==> src/rtl/airi5c_float_cmp_unit.sv <==
// airi5c_float_cmp_unit
// Sequential back end for the single-precision compare-class instructions
// FEQ.S, FLT.S, FLE.S, FMIN.S and FMAX.S. An operation is captured on load,
// classified and ordered in EXEC, and its result, invalid flag and a one-cycle
// ready strobe are registered while leaving DONE.
//
// Ports
//   clk      : clock, all state changes on the rising edge
//   n_reset  : asynchronous active-low reset
//   kill     : abort the current operation (wins over load)
//   load     : capture a, b, op and start a new operation
//   op       : 000 FEQ, 001 FLT, 010 FLE, 011 FMIN, 100 FMAX, others reserved
//   a, b     : binary32 operands rs1 / rs2
//   result   : registered result (compares give 0/1 in bit 0)
//   IV       : registered invalid-operation flag
//   ready    : registered completion strobe, high for one cycle
module airi5c_float_cmp_unit (
  input  logic        clk,
  input  logic        n_reset,
  input  logic        kill,
  input  logic        load,
  input  logic [2:0]  op,
  input  logic [31:0] a,
  input  logic [31:0] b,
  output logic [31:0] result,
  output logic        IV,
  output logic        ready
);

  typedef enum logic [1:0] {IDLE, EXEC, DONE} state_t;

  localparam logic [31:0] CANONICAL_NAN = 32'h7FC00000;

  state_t      state_q, state_d;
  logic [31:0] opA_q, opB_q;
  logic [2:0]  opSel_q;
  logic        less_q, equal_q, greater_q, unord_q;
  logic        aNan_q, bNan_q, aSnan_q, bSnan_q, aZero_q, bZero_q;
  logic [31:0] result_q, result_d;
  logic        iv_q, iv_d;
  logic        ready_q, ready_d;

  logic        aNan, bNan, aSnan, bSnan, aZero, bZero, magLess;
  logic        lessD, equalD, greaterD, unordD;
  logic [31:0] cmpResult;
  logic        cmpIv, zeroTie;

  // State register.
  always_ff @(posedge clk or negedge n_reset) begin
    if (!n_reset) state_q <= IDLE;
    else          state_q <= state_d;
  end

  // Next-state logic: kill beats load, and load restarts from any state.
  always_comb begin
    state_d = state_q;
    if (kill) begin
      state_d = IDLE;
    end else if (load) begin
      state_d = EXEC;
    end else begin
      case (state_q)
        EXEC:    state_d = DONE;
        DONE:    state_d = IDLE;
        default: state_d = IDLE;
      endcase
    end
  end

  // Operand capture happens only on an accepted load.
  always_ff @(posedge clk or negedge n_reset) begin
    if (!n_reset) begin
      opA_q   <= '0;
      opB_q   <= '0;
      opSel_q <= '0;
    end else if (load && !kill) begin
      opA_q   <= a;
      opB_q   <= b;
      opSel_q <= op;
    end
  end

  // Classification and ordering of the captured operands. Both zeros compare
  // equal; with equal signs and different values, the magnitude comparison
  // flips for negative numbers.
  always_comb begin
    aNan    = (&opA_q[30:23]) && (|opA_q[22:0]);
    bNan    = (&opB_q[30:23]) && (|opB_q[22:0]);
    aSnan   = aNan && !opA_q[22];
    bSnan   = bNan && !opB_q[22];
    aZero   = ~|opA_q[30:0];
    bZero   = ~|opB_q[30:0];
    magLess = opA_q[30:0] < opB_q[30:0];
    unordD  = aNan || bNan;
    equalD  = !unordD && ((aZero && bZero) || (opA_q == opB_q));
    lessD   = 1'b0;
    if (!unordD && !equalD) begin
      if (opA_q[31] != opB_q[31]) lessD = opA_q[31];
      else if (opA_q[31])         lessD = !magLess;
      else                        lessD = magLess;
    end
    greaterD = !unordD && !equalD && !lessD;
  end

  // Ordering flags are registered at the end of EXEC.
  always_ff @(posedge clk or negedge n_reset) begin
    if (!n_reset) begin
      less_q    <= 1'b0;
      equal_q   <= 1'b0;
      greater_q <= 1'b0;
      unord_q   <= 1'b0;
      aNan_q    <= 1'b0;
      bNan_q    <= 1'b0;
      aSnan_q   <= 1'b0;
      bSnan_q   <= 1'b0;
      aZero_q   <= 1'b0;
      bZero_q   <= 1'b0;
    end else if (state_q == EXEC && !kill) begin
      less_q    <= lessD;
      equal_q   <= equalD;
      greater_q <= greaterD;
      unord_q   <= unordD;
      aNan_q    <= aNan;
      bNan_q    <= bNan;
      aSnan_q   <= aSnan;
      bSnan_q   <= bSnan;
      aZero_q   <= aZero;
      bZero_q   <= bZero;
    end
  end

  // Result selection from the registered flags. For a +0/-0 tie, FMIN takes
  // the negative zero and FMAX the positive one; other ties return a.
  always_comb begin
    zeroTie   = equal_q && aZero_q && bZero_q;
    cmpResult = '0;
    cmpIv     = 1'b0;
    case (opSel_q)
      3'd0: begin
        cmpResult = {31'b0, equal_q};
        cmpIv     = aSnan_q || bSnan_q;
      end
      3'd1: begin
        cmpResult = {31'b0, less_q};
        cmpIv     = unord_q;
      end
      3'd2: begin
        cmpResult = {31'b0, less_q || equal_q};
        cmpIv     = unord_q;
      end
      3'd3: begin
        if (aNan_q && bNan_q)            cmpResult = CANONICAL_NAN;
        else if (aNan_q)                 cmpResult = opB_q;
        else if (bNan_q)                 cmpResult = opA_q;
        else if (less_q)                 cmpResult = opA_q;
        else if (greater_q)              cmpResult = opB_q;
        else if (zeroTie && opB_q[31])   cmpResult = opB_q;
        else                             cmpResult = opA_q;
        cmpIv = aSnan_q || bSnan_q;
      end
      3'd4: begin
        if (aNan_q && bNan_q)            cmpResult = CANONICAL_NAN;
        else if (aNan_q)                 cmpResult = opB_q;
        else if (bNan_q)                 cmpResult = opA_q;
        else if (less_q)                 cmpResult = opB_q;
        else if (greater_q)              cmpResult = opA_q;
        else if (zeroTie && opA_q[31])   cmpResult = opB_q;
        else                             cmpResult = opA_q;
        cmpIv = aSnan_q || bSnan_q;
      end
      default: begin
        cmpResult = '0;
        cmpIv     = 1'b0;
      end
    endcase
  end

  // Output logic: outputs only change when DONE completes without a kill.
  always_comb begin
    result_d = result_q;
    iv_d     = iv_q;
    ready_d  = 1'b0;
    if (state_q == DONE && !kill) begin
      result_d = cmpResult;
      iv_d     = cmpIv;
      ready_d  = 1'b1;
    end
  end

  // Output registers.
  always_ff @(posedge clk or negedge n_reset) begin
    if (!n_reset) begin
      result_q <= '0;
      iv_q     <= 1'b0;
      ready_q  <= 1'b0;
    end else begin
      result_q <= result_d;
      iv_q     <= iv_d;
      ready_q  <= ready_d;
    end
  end

  assign result = result_q;
  assign IV     = iv_q;
  assign ready  = ready_q;

endmodule

==> config.mk <==
export PLATFORM = sky130hd
export DESIGN_NAME = airi5c_float_cmp_unit
export DESIGN_NICKNAME = d
export VERILOG_FILES = /design/src/rtl/airi5c_float_cmp_unit.sv
export SDC_FILE = /design/constraint.sdc
export NUM_CORES = 1
export LEC_CHECK = 0
export ABC_AREA = 1
export CAP_MARGIN = 40
export CELL_PAD_IN_SITES_DETAIL_PLACEMENT = 0
export CELL_PAD_IN_SITES_GLOBAL_PLACEMENT = 1
export CORE_MARGIN = 4
export CORE_UTILIZATION = 39
export DETAILED_ROUTE_END_ITERATION = 6
export HOLD_SLACK_MARGIN = 0.03
export PLACE_DENSITY_LB_ADDON = 0.3
export SLEW_MARGIN = 40
export SYNTH_ARGS = -nofsm -noshare
export SYNTH_HDL_FRONTEND = slang
export SYNTH_SLANG_ARGS = --single-unit
==> constraint.sdc <==
create_clock -name clk -period 2.4 [get_ports clk]
set_clock_uncertainty 0.15 [all_clocks]
set_input_delay 0.48 -clock clk [delete_from_list [all_inputs] [get_ports clk]]
set_output_delay 0.48 -clock clk [all_outputs]
set_load 0.005 [all_outputs]
Word-level counts from Yosys, hierarchy flattened
Cells that the tools add are included.

storage, ports and cells
  output and inout port bits = 34
  RAM bits = 0
  memory bits (read-only) = 0
  memories kept = 0
  bits in registers = 113
  input port bits = 71
  bits in latches = 0

operators by class
  bitwise operators = 0
  add/subtract/negate cells = 0
  divide/modulo/power cells = 0
  multipliers = 0
  muxes and demuxes = 21
  equal/unequal tests = 8
  shift-type cells = 0
  order comparisons = 1
  reductions and logical operators = 38

operators by type and width
  operator                                             number
  2-to-1 mux 32 bit                                    12
  case mux 32 bit (5 select lines)                     1
  OR reduction 31 bit                                  2
  OR reduction 23 bit                                  2
  equality test 32 bit                                 1
  less-than comparator 31 bit                          1
  logical AND 1 bit                                    16
  AND reduction 8 bit                                  2
  zero test 1 bit                                      9
  equality test 3 x 2 -> 1 bit, second input constant  2
  2-to-1 mux 2 bit                                     3
  logical OR 1 bit                                     4
  2-to-1 mux 1 bit                                     4
  equality test 3 x 1 -> 1 bit, second input constant  1
  equality test 3 bit, second input constant           1
  zero test 3 bit                                      1
  OR reduction 3 bit                                   1
  equality test 2 x 1 -> 1 bit, second input constant  1
  equality test 2 bit, second input constant           1
  case mux 1 bit (2 select lines)                      1
  OR reduction 2 bit                                   1
  inequality test 1 bit                                1

Longest topological paths before layout
  depth after elaboration = 10
  mapped depth = 14

Worst setup path before layout
Ideal clock, no wire load.

  kind = register to register
  start = register opB_q[22]
  end = register greater_q
  period minus slack after synthesis = 1686 ps
  path slack = 714 ps
  cell stages (with the launch flop) = 10
  arrival time = 1419 ps
  path buffers = 0
  cell sequence = dfrtp_1 -> inv_1 -> ha_1 -> a21o_1 -> nor2_1 -> nand2_1 -> a21oi_1 -> nand3_1 -> nand3_1 -> nand2_1

between the ends
  longest elaborated chain between the ends = 10
  elaborated cells between the ends (all ways) = 19
  those cells by class = 1 x order compare; 1 x eq/ne; 3 x mux; 14 x reduce/logical

ends and longest elaborated chain
  element                                                                              line  source
  from (decl)                                                                          35    logic [31:0] opA_q, opB_q;
  from (signal assigned)                                                               74    opB_q <= '0;
  from (signal assigned)                                                               78    opB_q <= b;
  parallel branches: the longest is 9 deep, another holds less-than comparator 31 bit  --
  logical AND 1 bit *                                                                  102   greaterD = !unordD && !equalD && !lessD;
  to (signal assigned)                                                                 121   greater_q <= greaterD;
  to (decl)                                                                            37    logic less_q, equal_q, greater_q, unord_q;

Mark *: on every way between the ends.
A chain may end at the register's enable or synchronous reset.

Worst setup path after layout
  start = register opA_q[22]
  end = register less_q

between the ends
  longest elaborated chain between the ends = 8
  elaborated cells between the ends (all ways) = 17
  those cells by class = 1 x order compare; 1 x eq/ne; 3 x mux; 12 x reduce/logical

ends and longest elaborated chain
  element                                                                              line  source
  from (decl)                                                                          35
  from (signal assigned)                                                               73    opA_q <= '0;
  from (signal assigned)                                                               77    opA_q <= a;
  parallel branches: the longest is 7 deep, another holds less-than comparator 31 bit  --
  2-to-1 mux 1 bit *                                                                   97    if (!unordD && !equalD) begin
  to (signal assigned)                                                                 119   less_q <= lessD;
  to (decl)                                                                            37

Marked as above.

==> impl_metrics.py <==
metrics = {
    "status": {
        "status": "completed",
    },
    "timing": {
        "drv_slew": 0,
        "finalHoldViolCount": 0,
        "final.setup.tns_ns": 0,
        "rsz0062_at_grt": "no",
        "final.period_utilization_pct": 81.46,
        "timing.hold.ws_ns": 0.3180,
        "tightest_slew_ns": 0.4832,
        "fin_crit_ns": 1.955,
        "setup_viol": 0,
        "fmax_mhz": 511.5,
        "maxSlewHeadroom_pct": 67.78,
    },
    "clock_network": {
        "cts_resized": 0,
        "cts_tree": "yes",
        "cts_buffers": 17,
        "cts_buffer_depth": 2,
        "htreeDepth": 4,
        "clk_pin_slew_worst_paths_ns": 0.06,
        "cts_setup_buffers": 0,
        "postCtsHoldBufs": 1,
        "clkSinkCount": 113,
        "clockRootBuffer": "clkbuf_16",
        "clock_latency_ns": 0.42,
    },
    "logic_synthesis": {
        "syn-num-nets": 1021,
        "yosys_warnings": 0,
        "ys_seq_area_share_pct": 43.15,
        "syn_inst": 919,
        "netlist_area_um2": 6553,
        "synth_top_area_share_pct": 43.15,
        "synth_area_leader_cell": "dfrtp_1",
        "ys_ff_latch": 113,
        "ys_types": 29,
        "ys_top_cells_by_area": "dfrtp_1 43%, nand2_1 20%, o21ai_0 6.9%",
        "syn_avg_cell_area_um2": 7.130,
    },
    "grt": {
        "antenna_found_initial": 0,
        "grt_use_total_pct": 20.36,
        "grt_max_degree": 63,
        "grt_pass1_wl_um": 30030,
        "overflow": 0,
        "grt_pass1_vias": 5780,
    },
    "final_layout": {
        "finish.instance_area_um2": 8532,
        "drive_gt1_share_pct": 5.973,
        "area_growth_pct": 30.21,
        "multi_input_area_um2": 3233,
        "nets": 1127,
        "final-seq-area_um2": 2828,
        "fin_util_pct": 51.63,
        "antenna_cells": 0,
        "fillers": 1658,
    },
    "critical_path": {
        "cp_max_fo": 6,
        "critPathLaunchType": "flip-flop",
        "required_ns": 2.55,
        "critical_path_class": "reg -> reg",
        "worstPathArrival_ns": 2.11,
        "endpoint_kind": "flip-flop",
    },
    "hold_path": {
        "holdCritPathClass": "reg -> reg",
    },
    "pwr": {
        "p_leak_nw": 4.252,
        "ir_drop_mv": 0.4924,
        "power_density_nw_per_um2": 791.1,
    },
    "detailed_routing": {
        "first_pass_iters": 5,
        "detail-route-antenna-nets": 0,
        "vias": 6067,
        "drt_iter0_markers": 305,
        "vias_per_cell": 4.823,
        "wl_per_cell_um": 14.54,
        "drt_wl_total_um": 18290,
        "drc": 0,
    },
    "place": {
        "hpwl_um": 13320,
        "place.gp.congestion": 0.8597,
        "place_area_um2": 7875,
        "numPortBuffers": 104,
    },
    "floorplan": {
        "die-area_um2": 18940,
        "die_h_um": 137.6,
        "die_w_um": 137.6,
        "io_pins": 105,
        "core_um2": 16520,
        "start_util_pct": 39.65,
        "rows": 47,
    },
    "run": {
        "maxCapViolCount": 0,
    },
}
[metrics by stage]
step	instances	worst slack [ns]	total power [mW]
after CTS	1258	0.4330	6.810
after global placement	1225	0.3233	4.027
after detailed placement	1225	0.2898	4.035
after global routing	1258	0.2882	7.163
after floorplan	919	0.7140	3.364
final	1258	0.4450	6.749
[layout make-up]
class | count | area share [%]
clock inverter | 12 | 2.112
sequential | 113 | 33.14
tap | 220 | 3.226
inverter | 82 | 3.608
multi-input combinational | 687 | 37.89
timing repair buffer | 124 | 14.55
clock buffer | 20 | 5.470
[worst max-delay path, stage by stage (launching register included)]
cell	delay [ns]
dfrtp_1	0.49
ha_1	0.35
nand2_1	0.10
nor2_1	0.16
nand4_1	0.12
nor2_1	0.13
nand2_1	0.09
nand2_1	0.08
nand2_1	0.05
nand3_1	0.06
nand2_1	0.05
[routing by layer]
metal  global-route usage, %  part of all wire, %  vias up
met1                   29.59                   50     2727
met2                   31.43                   44      139
met4                   5.488                  1.4        0
met3                   3.360                  4.5       19
met5                       0                    0        -
li1                        -                    -     3182
[cell families (layout without fill, tap and decap cells)]
logic type	count (synthesis)	count (layout)	share of synthesized area, %
buf+inv	119	238	7.504
simple gates	482	482	29.48
fa+ha+maj	31	31	5.919
flops	113	113	43.15
compound gates	174	174	13.94
[placed cells by master (no fill, tap or decap), types with 3 or more instances in the layout]
cell	netlist	final
buf_12	0	4
inv_2	5	5
dfrtp_1	113	113
clkinvlp_4	0	5
nand3_1	56	56
inv_1	77	77
bufinv_16	0	4
o21ai_0	90	90
nand4_1	7	7
nor2_1	68	68
clkbuf_8	0	3
o211ai_1	10	10
a21oi_1	58	58
ha_1	31	31
nand2_1	342	342
o21ai_1	9	9
clkdlybuf4s50_1	0	103
buf_4	4	16
clkbuf_16	0	17
[state kept, by name (all words and copies together) (netlist names), 2 cells and up]
register	cells
state_q	2
opA_q	32
opB_q	32
result	32
opSel_q	3
[synthesized netlist by cell type]
cell type  count
o211ai_1      10
a21oi_1       58
nor2_1        68
nand4_1        7
clkbuf_2       2
inv_2          5
clkbuf_1      19
nand2_1      342
o22ai_1        1
nand3b_1       1
inv_1         77
buf_4          4
nand3_2        1
buf_6          2
o21ai_1        9
ha_1          31
nor3_1         2
dfrtp_1      113
a21o_1         2
buf_2         10
and2_1         2
nand3_1       56
nand2_2        2
o21a_1         1
a22oi_1        1
nor3_4         1
o21ai_0       90
a21oi_2        1
o31ai_1        1
[path summary, 6_finish.rpt]
kind                                             from                    end  slack, ns  cells after the start
min in group asynchronous                     n_reset  opB_q[10]$_DFFE_PN0P_       0.42                      2
worst max-delay path            opA_q[22]$_DFFE_PN0P_     less_q$_DFFE_PN0P_       0.44                     10
max in group asynchronous                     n_reset  opB_q[31]$_DFFE_PN0P_       0.99                      3
worst min register to register  opB_q[22]$_DFFE_PN0P_    bSnan_q$_DFFE_PN0P_       0.32                      1
worst min-delay path            opB_q[22]$_DFFE_PN0P_    bSnan_q$_DFFE_PN0P_       0.32                      1
worst max register to register  opA_q[22]$_DFFE_PN0P_     less_q$_DFFE_PN0P_       0.44                     10
[where the power goes]
part | total, mW | switching [mW] | internal (mW)
clock network | 2.75 | 0.928 | 1.82
registers | 2.38 | 0.229 | 2.15
logic | 1.63 | 0.949 | 0.676
(Power assumes the default switching activity.)
